[src/rtl/pong_vga_renderer_if.sv]
// pong_vga_renderer_if: actor positions from the game controller to the renderer.
//   ballX_in      [7:0]  ball upper-left x, game cells
//   ballY_in      [6:0]  ball upper-left y, game cells
//   playerXPos_in [7:0]  player paddle upper-left x
//   playerYPos_in [6:0]  player paddle upper-left y
//   comXPos_in    [7:0]  com paddle upper-left x
//   comYPos_in    [6:0]  com paddle upper-left y
// Modports: master = game controller (drives), slave = renderer (samples).
interface pong_vga_renderer_if;
    logic [7:0] ballX_in;
    logic [6:0] ballY_in;
    logic [7:0] playerXPos_in;
    logic [6:0] playerYPos_in;
    logic [7:0] comXPos_in;
    logic [6:0] comYPos_in;

    modport master (
        output ballX_in, ballY_in, playerXPos_in, playerYPos_in, comXPos_in, comYPos_in
    );

    modport slave (
        input ballX_in, ballY_in, playerXPos_in, playerYPos_in, comXPos_in, comYPos_in
    );
endinterface

[src/rtl/pong_vga_renderer.sv]
// pong_vga_renderer: 640x480@60 Hz VGA timing plus Pong scene rendering on a 160x120 cell grid
// (4x4 screen pixels per cell), drawn from a once-per-frame snapshot of the actor positions.
// Ports:
//   PIXEL_CLK        in   25 MHz pixel clock
//   RESET            in   synchronous, active-high reset
//   pos_if           in   actor positions (slave modport)
//   HSYNC, VSYNC     out  active-low syncs, registered
//   RGB        [7:0] out  RGB332 pixel colour, registered (aligned with the syncs)
//   GAME_TICK        out  one-cycle pulse per frame, cycle after the position snapshot
//   frame_count_out  out  frames since reset, wrapping at 16 bits
module pong_vga_renderer #(
    parameter int unsigned H_VIS    = 640,
    parameter int unsigned H_FP     = 16,
    parameter int unsigned H_SYNC   = 96,
    parameter int unsigned H_BP     = 48,
    parameter int unsigned V_VIS    = 480,
    parameter int unsigned V_FP     = 10,
    parameter int unsigned V_SYNC   = 2,
    parameter int unsigned V_BP     = 33,
    parameter int unsigned BLOCK    = 4,
    parameter int unsigned PADDLE_H = 32,
    parameter logic [7:0]  BALL_RGB = 8'hFC,
    parameter logic [7:0]  FG_RGB   = 8'hFF
) (
    input  logic                 PIXEL_CLK,
    input  logic                 RESET,
    pong_vga_renderer_if.slave   pos_if,
    output logic                 HSYNC,
    output logic                 VSYNC,
    output logic [7:0]           RGB,
    output logic                 GAME_TICK,
    output logic [15:0]          frame_count_out
);

    localparam logic [9:0] H_LAST      = 10'(H_VIS + H_FP + H_SYNC + H_BP - 1);
    localparam logic [9:0] V_LAST      = 10'(V_VIS + V_FP + V_SYNC + V_BP - 1);
    localparam logic [9:0] H_VIS_W     = 10'(H_VIS);
    localparam logic [9:0] V_VIS_W     = 10'(V_VIS);
    localparam logic [9:0] H_SYNC_FIRST = 10'(H_VIS + H_FP);
    localparam logic [9:0] H_SYNC_LAST  = 10'(H_VIS + H_FP + H_SYNC - 1);
    localparam logic [9:0] V_SYNC_FIRST = 10'(V_VIS + V_FP);
    localparam logic [9:0] V_SYNC_LAST  = 10'(V_VIS + V_FP + V_SYNC - 1);
    localparam logic [8:0] BLOCK_9     = 9'(BLOCK);
    localparam logic [8:0] PADDLE_H_9  = 9'(PADDLE_H);
    // Centre line occupies the two cell columns either side of the screen midpoint.
    localparam logic [7:0] CENTRE_L    = 8'(H_VIS / 8 - 1);
    localparam logic [7:0] CENTRE_R    = 8'(H_VIS / 8);

    logic [9:0]  r_hcount;
    logic [9:0]  r_vcount;
    logic [7:0]  r_sbx;
    logic [6:0]  r_sby;
    logic [7:0]  r_spx;
    logic [6:0]  r_spy;
    logic [7:0]  r_scx;
    logic [6:0]  r_scy;
    logic        r_hsync;
    logic        r_vsync;
    logic [7:0]  r_rgb;
    logic        r_tick;
    logic [15:0] r_frame_count;

    logic [7:0]  w_gx;
    logic [6:0]  w_gy;
    logic [8:0]  w_gx9;
    logic [8:0]  w_gy9;
    logic        w_visible;
    logic        w_ball;
    logic        w_player;
    logic        w_com;
    logic        w_centre;
    logic        w_latch;
    logic        w_hsync_next;
    logic        w_vsync_next;
    logic [7:0]  w_rgb_next;
    logic        w_h_wrap;
    logic        w_v_wrap;

    always_comb begin
        w_gx  = r_hcount[9:2];
        w_gy  = r_vcount[8:2];
        // 9-bit zero-extended compares so x+BLOCK / y+PADDLE_H never wrap round to 0.
        w_gx9 = {1'b0, w_gx};
        w_gy9 = {2'b00, w_gy};

        w_visible = (r_hcount < H_VIS_W) && (r_vcount < V_VIS_W);

        w_ball   = ({1'b0, r_sbx} <= w_gx9) && (w_gx9 < ({1'b0, r_sbx} + BLOCK_9)) &&
                   ({2'b00, r_sby} <= w_gy9) && (w_gy9 < ({2'b00, r_sby} + BLOCK_9));
        w_player = ({1'b0, r_spx} <= w_gx9) && (w_gx9 < ({1'b0, r_spx} + BLOCK_9)) &&
                   ({2'b00, r_spy} <= w_gy9) && (w_gy9 < ({2'b00, r_spy} + PADDLE_H_9));
        w_com    = ({1'b0, r_scx} <= w_gx9) && (w_gx9 < ({1'b0, r_scx} + BLOCK_9)) &&
                   ({2'b00, r_scy} <= w_gy9) && (w_gy9 < ({2'b00, r_scy} + PADDLE_H_9));
        // Dashes: 4 cells on, 4 cells off.
        w_centre = ((w_gx == CENTRE_L) || (w_gx == CENTRE_R)) && !w_gy[2];

        w_rgb_next = 8'h00;
        if (!w_visible) begin
            w_rgb_next = 8'h00;
        end else if (w_ball) begin
            w_rgb_next = BALL_RGB;
        end else if (w_player || w_com) begin
            w_rgb_next = FG_RGB;
        end else if (w_centre) begin
            w_rgb_next = FG_RGB;
        end

        w_hsync_next = !((r_hcount >= H_SYNC_FIRST) && (r_hcount <= H_SYNC_LAST));
        w_vsync_next = !((r_vcount >= V_SYNC_FIRST) && (r_vcount <= V_SYNC_LAST));

        // Snapshot point: first pixel of the first blanking line.
        w_latch  = (r_hcount == 10'd0) && (r_vcount == V_VIS_W);
        w_h_wrap = (r_hcount == H_LAST);
        w_v_wrap = (r_vcount == V_LAST);
    end

    always_ff @(posedge PIXEL_CLK) begin
        if (RESET) begin
            r_hcount      <= 10'd0;
            r_vcount      <= 10'd0;
            r_sbx         <= 8'd0;
            r_sby         <= 7'd0;
            r_spx         <= 8'd0;
            r_spy         <= 7'd0;
            r_scx         <= 8'd0;
            r_scy         <= 7'd0;
            r_hsync       <= 1'b1;
            r_vsync       <= 1'b1;
            r_rgb         <= 8'h00;
            r_tick        <= 1'b0;
            r_frame_count <= 16'd0;
        end else begin
            if (w_h_wrap) begin
                r_hcount <= 10'd0;
                r_vcount <= w_v_wrap ? 10'd0 : r_vcount + 10'd1;
            end else begin
                r_hcount <= r_hcount + 10'd1;
            end

            r_hsync <= w_hsync_next;
            r_vsync <= w_vsync_next;
            r_rgb   <= w_rgb_next;
            r_tick  <= w_latch;

            if (w_latch) begin
                r_sbx         <= pos_if.ballX_in;
                r_sby         <= pos_if.ballY_in;
                r_spx         <= pos_if.playerXPos_in;
                r_spy         <= pos_if.playerYPos_in;
                r_scx         <= pos_if.comXPos_in;
                r_scy         <= pos_if.comYPos_in;
                r_frame_count <= r_frame_count + 16'd1;
            end
        end
    end

    assign HSYNC           = r_hsync;
    assign VSYNC           = r_vsync;
    assign RGB             = r_rgb;
    assign GAME_TICK       = r_tick;
    assign frame_count_out = r_frame_count;

endmodule

[src/flat_wrapper.sv]
// flat-port wrapper written by rule: the top's interface ports become plain ports
module pong_vga_renderer_flat 
#(
    parameter int unsigned H_VIS    = 640,
    parameter int unsigned H_FP     = 16,
    parameter int unsigned H_SYNC   = 96,
    parameter int unsigned H_BP     = 48,
    parameter int unsigned V_VIS    = 480,
    parameter int unsigned V_FP     = 10,
    parameter int unsigned V_SYNC   = 2,
    parameter int unsigned V_BP     = 33,
    parameter int unsigned BLOCK    = 4,
    parameter int unsigned PADDLE_H = 32,
    parameter logic [7:0]  BALL_RGB = 8'hFC,
    parameter logic [7:0]  FG_RGB   = 8'hFF
)
  (PIXEL_CLK, RESET, HSYNC, VSYNC, RGB, GAME_TICK, frame_count_out, pos_if_ballX_in, pos_if_ballY_in, pos_if_playerXPos_in, pos_if_playerYPos_in, pos_if_comXPos_in, pos_if_comYPos_in);
  pong_vga_renderer_if pos_if_i ();
  input  logic PIXEL_CLK;
  input  logic RESET;
  output logic HSYNC;
  output logic VSYNC;
  output logic [7:0] RGB;
  output logic GAME_TICK;
  output logic [15:0] frame_count_out;
  input wire logic [$bits(pos_if_i.ballX_in)-1:0] pos_if_ballX_in;
  input wire logic [$bits(pos_if_i.ballY_in)-1:0] pos_if_ballY_in;
  input wire logic [$bits(pos_if_i.playerXPos_in)-1:0] pos_if_playerXPos_in;
  input wire logic [$bits(pos_if_i.playerYPos_in)-1:0] pos_if_playerYPos_in;
  input wire logic [$bits(pos_if_i.comXPos_in)-1:0] pos_if_comXPos_in;
  input wire logic [$bits(pos_if_i.comYPos_in)-1:0] pos_if_comYPos_in;
  assign pos_if_i.ballX_in = pos_if_ballX_in;
  assign pos_if_i.ballY_in = pos_if_ballY_in;
  assign pos_if_i.playerXPos_in = pos_if_playerXPos_in;
  assign pos_if_i.playerYPos_in = pos_if_playerYPos_in;
  assign pos_if_i.comXPos_in = pos_if_comXPos_in;
  assign pos_if_i.comYPos_in = pos_if_comYPos_in;
  pong_vga_renderer #(.H_VIS(H_VIS), .H_FP(H_FP), .H_SYNC(H_SYNC), .H_BP(H_BP), .V_VIS(V_VIS), .V_FP(V_FP), .V_SYNC(V_SYNC), .V_BP(V_BP), .BLOCK(BLOCK), .PADDLE_H(PADDLE_H), .BALL_RGB(BALL_RGB), .FG_RGB(FG_RGB)) u_core (.PIXEL_CLK(PIXEL_CLK), .RESET(RESET), .pos_if(pos_if_i), .HSYNC(HSYNC), .VSYNC(VSYNC), .RGB(RGB), .GAME_TICK(GAME_TICK), .frame_count_out(frame_count_out));
endmodule
[config.mk]
export PLATFORM = sky130hd
export DESIGN_NAME = pong_vga_renderer_flat
export DESIGN_NICKNAME = d
export VERILOG_FILES = /design/src/rtl/pong_vga_renderer_if.sv /design/src/rtl/pong_vga_renderer.sv /design/src/flat_wrapper.sv
export SDC_FILE = /design/constraint.sdc
export NUM_CORES = 1
export LEC_CHECK = 0
export BUFFER_PORTS_ARGS = -buffer_cell sky130_fd_sc_hd__buf_2
export CAP_MARGIN = 5
export CORE_ASPECT_RATIO = 0.9
export CORE_MARGIN = 2
export CORE_UTILIZATION = 48
export CTS_BUF_LIST = sky130_fd_sc_hd__clkbuf_4 sky130_fd_sc_hd__clkbuf_8 sky130_fd_sc_hd__clkbuf_16
export DETAILED_ROUTE_END_ITERATION = 10
export PLACE_DENSITY = 0.68
export SYNTH_ARGS = -nofsm -noshare
export SYNTH_HDL_FRONTEND = slang
export SYNTH_SLANG_ARGS = --single-unit
[constraint.sdc]
create_clock -name PIXEL_CLK -period 6.5 [get_ports PIXEL_CLK]
set_clock_uncertainty 0.1 [all_clocks]
set_input_delay 0.325 -clock PIXEL_CLK [delete_from_list [all_inputs] [get_ports PIXEL_CLK]]
set_output_delay 0.325 -clock PIXEL_CLK [all_outputs]
set_load 0.02 [all_outputs]
* Word level (Yosys, flattened, before mapping)
Index checks and enable logic that the tools add are counted.
** Cells by class
- $add $sub $neg :: 9
- Order comparisons :: 18
- Equality and inequality tests :: 5
- Muxes and demuxes :: 4
- Bitwise operators :: 1
- Reductions and logical operators :: 23
** Operators with widths (number)
- $add A8 B3 Y9 const B :: 3
- $lt A7 B9 Y1 :: 3
- $lt A8 B9 Y1 :: 3
- $le A8 B8 Y1 :: 3
- $mux W8 :: 3
- $le A7 B7 Y1 :: 3
- $add A10 B1 Y10 const B :: 2
- $eq A10 B10 Y1 const B :: 2
- $add A16 B1 Y16 const B :: 1
- $add A7 B6 Y8 const B :: 2
- $eq A8 B7 Y1 const B :: 2
- $logic_and A1 B1 Y1 :: 14
- $eq A10 B9 Y1 const B :: 1
- $ge A10 B10 Y1 const B :: 1
- $ge A10 B9 Y1 const B :: 1
- $le A10 B10 Y1 const B :: 1
- $le A10 B9 Y1 const B :: 1
- $logic_not A10 Y1 :: 1
- $lt A10 B10 Y1 const B :: 1
- $lt A10 B9 Y1 const B :: 1
- $mux W10 :: 1
- $add A7 B3 Y8 const B :: 1
- $reduce_or A2 Y1 :: 2
- $logic_not A1 Y1 :: 3
- 3 further kinds :: 4
** Storage, ports and cells
- Flip-flop bits (word level) :: 92
- Bits of input ports :: 47

* Longest topological paths before layout
- Depth in word-level cells :: 8
- Depth in mapped cells :: 10
- Depth with buffers taken out :: 10

* Least setup slack after synthesis
OpenSTA, ideal clock, no wires.
- Path kind :: reg2reg
- Start :: reg u_core.r_scy[5]
- End :: reg u_core.r_rgb[6] (netlist: u_core.RGB[6])
- Data arrival time :: 2.039 ns
- Required time :: 6.271 ns
- Path slack :: 4.232 ns
- Cell stages (with the launch flop) :: 10
- Buffers on the path :: 0
- Clock period less this slack :: 2.268 ns
- Path through :: dfxtp_1 ha_1 inv_1 ha_1 or4b_2 nor3_1 a211o_1 a211oi_1 a31oi_1 a31oi_1
** Between the ends
- Longest elaborated chain between the ends :: 6
- Elaborated cells on any way between the ends :: 8
** Ends and longest elaborated chain
- from (decl) :: line pong_vga_renderer.sv:56 : logic [6:0] r_scy;
- from (signal assigned) :: line pong_vga_renderer.sv:151 : r_scy <= pos_if.comYPos_in;
- $add A7 B6 Y8 or $le A7 B7 Y1 (tied branches) :: line pong_vga_renderer.sv:93 : ({2'b00, r_scy} <= w_gy9) && (w_gy9 < ({2'b00, r_scy} + PADDLE_H_9));
- $lt A7 B9 Y1 or $logic_and A1 B1 Y1 (tied branches) :: line pong_vga_renderer.sv:93, pong_vga_renderer.sv:92
- $logic_and A1 B1 Y1 (*) :: line pong_vga_renderer.sv:93
- $logic_or A1 B1 Y1 (*) :: line pong_vga_renderer.sv:102 : end else if (w_player || w_com) begin
- $mux W8 (*) :: line pong_vga_renderer.sv:102
- $mux W8 (*) :: line pong_vga_renderer.sv:100 : end else if (w_ball) begin
- to (signal assigned) :: line pong_vga_renderer.sv:142 : r_rgb <= w_rgb_next;
- to (decl) :: line pong_vga_renderer.sv:59 : logic [7:0] r_rgb;
Mark *: on every way between the ends. The rest lies on a longest branch, timed or not.
A chain may end at the register's enable or synchronous reset.

* Worst setup path after layout
- Start :: reg u_core.r_vcount[0]
- End :: reg u_core.r_frame_count[3] (netlist: u_core.frame_count_out[3])
** Between the ends
- Longest elaborated chain between the ends :: 2
** Ends and longest elaborated chain
- from (decl) :: line pong_vga_renderer.sv:50 : logic [9:0] r_vcount;
- from (signal assigned) :: line pong_vga_renderer.sv:135 : r_vcount <= w_v_wrap ? 10'd0 : r_vcount + 10'd1;
- $eq A10 B9 Y1 :: line pong_vga_renderer.sv:112 : w_latch = (r_hcount == 10'd0) && (r_vcount == V_VIS_W);
- $logic_and A1 B1 Y1 :: line pong_vga_renderer.sv:112
- to (signal assigned) :: line pong_vga_renderer.sv:152 : r_frame_count <= r_frame_count + 16'd1;
- to (decl) :: line pong_vga_renderer.sv:61 : logic [15:0] r_frame_count;
No other way between the ends.

==> run metrics <==
critical path's slowest cell or2_2; final setup vio count 0; Hold Path Class in2reg; Seq/Total Area, Yosys 29.93%; capturing point of the worst reg2reg path u_core.frame_count_out[3]$_SDFFE_PP0P_; TritonRoute pass-1 iters 4; row cnt 37; Worst-Margin Slew ~1.1 ns; DRC 0; CTS tree done; Setup Crit Path Kind reg2reg; Comb pwr share 4.3%; first-pass GRT wire length 24610 µm; register share of total power 48.0%; RR Startpoint u_core.r_vcount[0]$_SDFFE_PP0P_; crit path cell chain inv_1 > ha_1 > nor4b_1 > nand3_1 > or2_2 > nor3_1 > xnor2_1 > nor2_1; total number of vias 5186; most frequent cells after synthesis nand2_1 (125), ha_1 (101), dfxtp_1 (86); Yosys Warn Count 0; H-tree Lvls 3; Core Box Area between 10000 and 15000 µm²; EDFF count, synth 0; area occupied by multi-input gates about 3700 µm²; sequential cell area 1722 µm²; P_int between 0.0008 and 0.0009 W; Worst path max stage delay approximately 0.67 ns; WHS 0.1146 ns; worst-path fanout max between 40 and 50; clock root buffer clkbuf_16; Post-CTS Setup Bufs 0; Synth top area share 29.93%; Top FF cell, synth dfxtp_1; clock sink count 86; DIE HEIGHT 107.9 µm; DP HPWL 11130 µm; WL final 14770 µm; reg2reg path depth 8; Antenna diodes 0; CP startpoint u_core.r_vcount[0]$_SDFFE_PP0P_; Max Cap Viol 0; Rel. slew slack 26.04%; final worst setup slack around 3.8 ns; design area 6499 µm²; RePlAce Congestion a little over 0.9; largest net degree at the start of global routing 71; CP top delay family simple AND/OR/NAND/NOR gates; Synthesized Nets 871; Final period util 41.96%; setup TNS 0 ns; leading area contributor after synthesis dfxtp_1; FF+latch count, synth between 80 and 90; status completed; initial antenna violation count 0; Sw Ratio 22.93%; Clock Latency Late Sink about 0.35 ns; GRT Util Overall 23.97%; Slew Limit Fails 0; Final Critical Period approximately 2.7 ns; vias in the first global route 5152; ratio of cells with drive above 1 in the final layout 12.48%; # IOs 74; P_leak 2.673 nW; Final ANT Viol Nets 0; RSZ-0062 raised after global routing no; most common cell in the synthesized netlist nand2_1; Post-synth ARST share 0%; Avg Inst Size Synth around 8.0 µm²; FILL cells roughly 1100; final hold vios 0; Mapped Area 5752 µm²; Crit. path cell count 8; WL per Instance 15.69 µm; DP Worst Slack 3.747 ns; clock tree buffer depth 2; crit start category flop; Buf/Inv on CP 1; CP endpoint kind flop; NumNets Final 928; largest cells by area after synthesis dfxtp_1 (30%), ha_1 (22%), nand2_1 (8.2%), a21oi_1 (7.0%), xnor2_1 (4.9%); clk slew on worst S/H paths 0.07 ns; worst vdd ir about 0.14 mV; Initial Util around half; power density over cell area 170.6 nW/µm²; Clk network pwr share 47.6%; die area 12880 µm²; total CTS buffers 9; total gr overflow 0; CTS Hold Bufs 0; DR iter-0 viols between 300 and 400; count of cell types in the netlist 50; FMAX roughly 370 MHz; PostCTS Resize Cnt 0; CP required 6.62 ns; net switching power about 0.00025 W; die width 119.4 µm; port bufs 73; CP Data Arrival Time between 2 and 3 ns; FF-to-FF setup slack 3.77 ns; Worst Setup EP u_core.frame_count_out[3]$_SDFFE_PP0P_; Synth Instances between 700 and 800; vias per cell between 5 and 6; Area growth, synth to finish 12.99%; placed instance area 6197 µm²
==> power groups by stage <==
stage | sequential [W] | clock [W] | combinational, W
2_1_floorplan | 0.000544 | 0 | 0.0000266
3_3_place_gp | 0.000544 | 0 | 0.0000473
3_5_place_dp | 0.000544 | 0 | 0.0000483
4_1_cts | 0.000532 | 0.000538 | 0.0000487
5_1_grt | 0.000532 | 0.000558 | 0.0000537
6_report | 0.000532 | 0.000528 | 0.0000481
==> state kept, by name (all words and copies together), names as in the netlist, 7 cells and up <==
name                    flops
u_core.frame_count_out     16
u_core.r_hcount            10
u_core.r_sbx                8
u_core.r_sby                7
u_core.r_scx                8
u_core.r_scy                7
u_core.r_spx                8
u_core.r_spy                7
u_core.r_vcount            10
==> cells by family after synthesis <==
logic type               after synthesis  share of synthesized area, %
AO/OA/AOI/OAI                        135                         13.51
adder cells (fa/ha/maj)              101                         21.97
flip-flops                            86                         29.93
multiplexers                           1                        0.1740
AND/OR/NAND/NOR                      274                         22.10
buffers and inverters                 84                         5.917
XOR/XNOR                              42                         6.395
==> placed cells by master (no fill, tap or decap), drive strengths merged, types with 2 or more instances in the layout <==
master	instances
dfxtp	86
o211ai	5
nor2	47
o311ai	2
nand2	125
a21o	2
nor4	6
a22oi	4
clkinv	2
o21a	3
a211oi	5
a31oi	5
nor2b	7
or3	8
o22ai	3
clkbuf	10
nor3	18
nor4b	2
or4	2
xnor2	32
inv	58
a221oi	2
nand4	15
xor2	10
a21oi	80
buf	74
nand3	27
and4	2
and3	5
ha	101
o21ai	17
or2	2
nand2b	4
==> layer usage <==
layer	part of all wire (%)	track usage [%]	wire length (µm)
met5	0	0	0
met3	5.3	5.879	783
met4	2.3	8.487	333
met2	46	40.07	6755
met1	47	30.20	6894
==> per-stage QoR <==
stage                     util [%]  cells  power (W)
after CTS                    56.15    941   0.001119
after floorplan                  -    723  0.0005704
final                        56.15    941   0.001108
after detailed placement     53.55    925  0.0005927
after global routing         56.15    941   0.001144
after global placement       53.55    925  0.0005911
==> how the worst min path moves through the flow <==
stage	slack (ns)	end	depth (start not counted)	from
2_1_floorplan	0.31	u_core.VSYNC$_SDFF_PP1_	1	u_core.r_vcount[1]$_SDFFE_PP0P_
3_3_place_gp	0.34	u_core.r_hcount[0]$_SDFF_PP0_	1	u_core.r_hcount[0]$_SDFF_PP0_
3_5_place_dp	0.36	u_core.r_hcount[0]$_SDFF_PP0_	1	u_core.r_hcount[0]$_SDFF_PP0_
4_1_cts	0.10	u_core.r_sby[1]$_SDFFE_PP0P_	3	pos_if_ballY_in[1]
5_1_grt	0.11	u_core.r_spx[5]$_SDFFE_PP0P_	3	pos_if_playerXPos_in[5]
6_report	0.11	u_core.r_scx[1]$_SDFFE_PP0P_	3	pos_if_comXPos_in[1]
==> worst register-to-register path, cell delays in order (launching register included) <==
cell     delay [ns]
dfxtp_1        0.33
inv_1          0.10
ha_1           0.17
nor4b_1        0.41
nand3_1        0.24
or2_2          0.67
nor3_1         0.37
xnor2_1        0.16
nor2_1         0.05
==> layout make-up <==
class,count,area share [%]
Multi-Input combinational cell,553,56.89
Tap cell,156,3.003
Timing Repair Buffer,74,5.737
Inverter,56,3.235
Sequential cell,86,26.49
Clock buffer,10,3.581
Clock inverter,6,1.059
No activity file was read; power rests on OpenSTA's default activity.
